### src/rtl/mux_nt1_reg.sv
// Registered N:1 multiplexer with a valid/ready handshake on each side.
// Channels are picked by direct select (mode=0) or round-robin (mode=1).
module mux_nt1_reg #(
    parameter int WIDTH = 64,
    parameter int N     = 2,
    parameter int SW    = (N > 1) ? $clog2(N) : 1
) (
    input  logic               clk,
    input  logic               rst,
    input  logic               mode,
    input  logic [SW-1:0]      sel,
    input  logic [N*WIDTH-1:0] i_data,
    input  logic [N-1:0]       i_valid,
    output logic [N-1:0]       i_ready,
    output logic [WIDTH-1:0]   o,
    output logic               o_valid,
    input  logic               o_ready,
    output logic [SW-1:0]      o_src,
    output logic               err
);

    logic [WIDTH-1:0] r_data;
    logic             r_valid;
    logic [SW-1:0]    r_src;
    logic [SW-1:0]    r_rrPtr;
    logic             r_err;

    logic             w_loadOk;
    logic             w_selBad;
    logic             w_grantHit;
    logic [SW-1:0]    w_grantIdx;
    logic [N-1:0]     w_grantOneHot;
    logic             w_xferIn;
    logic [SW-1:0]    w_nextPtr;
    logic [WIDTH-1:0] w_grantData;

    assign w_loadOk = !r_valid || o_ready;
    assign w_selBad = ({1'b0, sel} >= (SW+1)'(N));

    // Round-robin search starts at r_rrPtr and wraps past N-1 back to 0.
    always_comb begin : grantLogic
        int            cand;
        logic [SW-1:0] candIdx;
        cand       = 0;
        candIdx    = '0;
        w_grantHit = 1'b0;
        w_grantIdx = '0;
        if (!mode) begin
            if (!w_selBad && i_valid[sel]) begin
                w_grantHit = 1'b1;
                w_grantIdx = sel;
            end
        end else begin
            for (int j = 0; j < N; j++) begin
                cand = int'(r_rrPtr) + j;
                if (cand >= N) begin
                    cand = cand - N;
                end
                candIdx = SW'(cand);
                if (!w_grantHit && i_valid[candIdx]) begin
                    w_grantHit = 1'b1;
                    w_grantIdx = candIdx;
                end
            end
        end
    end

    always_comb begin
        w_grantOneHot = '0;
        w_grantData   = '0;
        if (w_grantHit) begin
            w_grantOneHot[w_grantIdx] = 1'b1;
        end
        for (int j = 0; j < N; j++) begin
            if (w_grantIdx == SW'(j)) begin
                w_grantData = i_data[j*WIDTH +: WIDTH];
            end
        end
    end

    // No channel may be accepted while reset is held, even before the first edge.
    assign i_ready   = (rst && w_loadOk && w_grantHit) ? w_grantOneHot : '0;
    assign w_xferIn  = |i_ready;
    assign w_nextPtr = (int'(w_grantIdx) == N - 1) ? '0 : w_grantIdx + SW'(1);

    always_ff @(posedge clk or negedge rst) begin
        if (!rst) begin
            r_data  <= '0;
            r_valid <= 1'b0;
            r_src   <= '0;
            r_rrPtr <= '0;
            r_err   <= 1'b0;
        end else begin
            if (w_xferIn) begin
                r_data  <= w_grantData;
                r_src   <= w_grantIdx;
                r_valid <= 1'b1;
                if (mode) begin
                    r_rrPtr <= w_nextPtr;
                end
            end else if (r_valid && o_ready) begin
                r_valid <= 1'b0;
            end
            if (!mode && w_selBad && (|i_valid)) begin
                r_err <= 1'b1;
            end
        end
    end

    assign o       = r_data;
    assign o_valid = r_valid;
    assign o_src   = r_src;
    assign err     = r_err;

endmodule

### config.mk
export PLATFORM = sky130hd
export DESIGN_NAME = mux_nt1_reg
export DESIGN_NICKNAME = d
export VERILOG_FILES = /design/src/rtl/mux_nt1_reg.sv
export SDC_FILE = /design/constraint.sdc
export NUM_CORES = 1
export LEC_CHECK = 0
export BUFFER_PORTS_ARGS = -buffer_cell sky130_fd_sc_hd__buf_2
export CORE_MARGIN = 1.5
export CORE_UTILIZATION = 30
export CTS_BUF_LIST = sky130_fd_sc_hd__clkbuf_4
export CTS_CLUSTER_SIZE = 14
export DETAILED_ROUTE_END_ITERATION = 8
export GPL_ROUTABILITY_DRIVEN = 1
export PLACE_DENSITY = 0.71
export SKIP_CTS_REPAIR_TIMING = 1
export SLEW_MARGIN = 20
export SYNTH_ARGS = -nofsm -noshare
export SYNTH_HDL_FRONTEND = slang
export SYNTH_SLANG_ARGS = --single-unit
### constraint.sdc
create_clock -name clk -period 3.6 [get_ports clk]
set_input_delay 0.18 -clock clk [delete_from_list [all_inputs] [get_ports clk]]
set_output_delay 0.18 -clock clk [all_outputs]
set_load 0.1 [all_outputs]
==> results by group <==
Clock tree
  • TritonCTS clock tree: done
  • H-tree Lvls: 3
  • Clk buf depth: 2
  • Reg clk slew, reported paths: 0.11 ns
  • Num CTS Buffers: 9
  • Clock sink count: 67
  • Clk_lat worst skew: 0.39 ns
  • Clock root buffer: clkbuf_4

Yosys
  • Post-Syn Instances: 294
  • Synthesized area: 3130 µm²
  • Syn Area/Cell: 10.6 µm²
  • XOR/XNOR Fraction of Synth Area: 0
  • Sequential area share after synthesis: 0.536
  • Compound-Gate Fraction of Synth Area: 0.114
  • Syn. warnings: 0
  • Largest family of logic cells by synthesized area: multiplexers
  • Synth Net Count: 429
  • Simple-gate share of the synthesized area: 0.0884
  • Register bit count reported by yosys: 67
  • Multiplexer share of the synthesized area: 0.212
  • Fraction of the mapped netlist area in adder cells: 0
  • Cell variety after synth: 17

Setup path
  • Reg-to-reg critical path endpoint: o[55]
  • Startpoint Class: flip-flop
  • CP Depth: 5
  • Worst R2R Setup Slack: 1.73 ns
  • Slowest stage delay, CP: 0.44 ns
  • Worst path arrival time: 2.06 ns
  • CP max-delay cell: buf_2
  • Worst Setup SP: o_valid
  • Critical path class: reg2out
  • Worst r2r src: r_rrPtr
  • Endpoint class of the critical path: primary output
  • CP Cell Sequence: nand2b_1, o2111ai_4, buf_4, nor2_1, buf_2
  • Setup crit end: i_ready[1]
  • Max FO, Critical Path: 19
  • R2R cell count: 4
  • CP bufs+invs: 2
  • Crit-path leading delay family: buffers and inverters
  • Worst endpoint required time: 3.42 ns

Routing
  • Vias: 2769
  • Post-route ant nets: 0
  • DR iter-0 viols: 84
  • WL final: 7590 µm
  • Drt via density: 4.37
  • Drt drc: 0
  • First-pass detailed-route iteration total: 4
  • WL per Instance: 12.0 µm

GRT
  • First-pass GRT wire length: 12300 µm
  • Total track usage: 0.139
  • Vias in the first global route: 2725
  • Initial antenna violation count: 0
  • Remaining global-route overflow: 0
  • Largest net degree at the start of global routing: 69

Placement
  • Port buffer count: 202
  • Dpl cells: 618
  • Detailed placer's ending HPWL: 5900 µm
  • Pre-CTS WS: 1.62 ns
  • Final Wtd Congestion: 0.704

Layout
  • # diodes: 0
  • Layout fillers: 1003
  • Area Growth Syn to Fin: 39.9%
  • Final cell count without fillers: 634
  • Share of layout cells above drive strength 1: 0.462
  • Nets@finish: 628

Power and ir drop
  • Worst VDD drop: 0.000382 V
  • PwrDens: 738 nW/µm²
  • Pwr Total: 3.23 mW
  • LEAKAGE: 2.53 nW

Timing
  • Worst Max-Slew Pin Slew: 0.841 ns
  • Period utilisation layout: 0.623
  • Endpoints failing setup: 0
  • Slew HR: 0.439
  • Setup TNS Final: 0 ns
  • RSZ-0062 raised after global routing: false
  • Fmax: 446 MHz
  • Setup ws final: 1.36 ns
  • Hold Vio Cnt, Final: 0
  • Slew Viols, Final: 0
  • Hold_ws: 0.0187 ns
  • Skew final: 0.0158 ns
  • Fin crit period: 2.24 ns

Floorplanning
  • Die width: 105 µm
  • Die footprint: 11000 µm²
  • Num ports: 204
  • Row cnt: 37
  • Initial core utilization: 0.306
  • Core Area: 10200 µm²
  • Chip height: 105 µm

Min path
  • Tightest Hold Check Type: in2async

Run
  • Max-cap violation count: 0

Status
  • Outcome: finished clean
## metrics by stage
stage,instance area [µm²],util
finish,4380,0.428
global route,4380,0.428
CTS,4380,0.428
detailed placement,4240,0.415
global placement,4240,0.415
floorplan,3130,-
## cell families after synthesis
kind of cell	after synthesis
flip-flops	67
AO/OA/AOI/OAI	67
multiplexers	66
buffers and inverters	22
AND/OR/NAND/NOR	71
other	1
## layout by cell type, fill, tap and decap left out
cell type and count:
o2111ai_4 1, buf_4 9, nor2b_1 1, bufinv_16 1, clkbuf_4 10, mux2i_1 64, o21ai_1 64, mux2_2 2
nand2b_1 1, nand4_1 1, nor2_1 1, conb_1 1, a21o_1 1, buf_2 201, clkinv_2 3, clkinv_1 1
dfrtp_1 67, o221ai_4 1, clkinvlp_4 1, nand2_1 66, or2_2 1
## per-layer routing
metal,routed length (µm),global-route usage,vias to the layer above
met3,434,0.0368,8
met1,3250,0.159,1246
met4,80,0.0411,0
met2,3820,0.253,106
met5,0,0,-
li1,-,-,1409
## power by group
part	total, mW	leakage [nW]	internal [mW]	switching (mW)
logic	1.77	1.62	0.286	1.48
registers	0.994	0.828	0.913	0.0814
clock network	0.468	0.0736	0.214	0.253
## worst min path at each step
stage             to  slack, ns
6_report       o[45]       0.02
5_1_grt        o[34]      0.004
4_1_cts        o[47]      0.007
3_5_place_dp   o[47]       0.46
3_3_place_gp   o[46]       0.45
2_1_floorplan   o[0]      -0.12
## cell type report
type | instances | area (µm²) | share of cell area
clock buffers | 10 | 75.1 | 0.0172
clock inverters | 6 | 56.3 | 0.0129
multi-input cells | 205 | 1320 | 0.303
repair buffers | 210 | 1070 | 0.245
well taps | 136 | 170 | 0.0389
flip-flops and latches | 67 | 1680 | 0.383
## worst reg2reg max path, cell delays in order, from the launching register on
cell and delay (ns):
dfrtp_1 0.42, o221ai_4 0.50, buf_4 0.46, mux2i_1 0.28, o21ai_1 0.09
## synthesized netlist by cell type
cell | number | area (µm²)
nor2_1 | 1 | 3.75
buf_6 | 1 | 11.3
mux2_2 | 2 | 22.5
buf_2 | 8 | 40.0
nand4_1 | 1 | 6.26
dfrtp_1 | 67 | 1680
nand2_1 | 66 | 248
nand2b_1 | 1 | 6.26
conb_1 | 1 | 3.75
buf_4 | 13 | 97.6
o21ai_1 | 64 | 320
mux2i_1 | 64 | 641
o2111ai_2 | 1 | 15.0
nor2b_1 | 1 | 6.26
or2_2 | 1 | 6.26
a21o_1 | 1 | 7.51
o221ai_2 | 1 | 15.0
## sequential cells by signal (all words and copies together), names as in the netlist
signal	flops
o	64
r_rrPtr	1
o_valid	1
o_src	1
No activity file was read; power rests on OpenSTA's default activity.
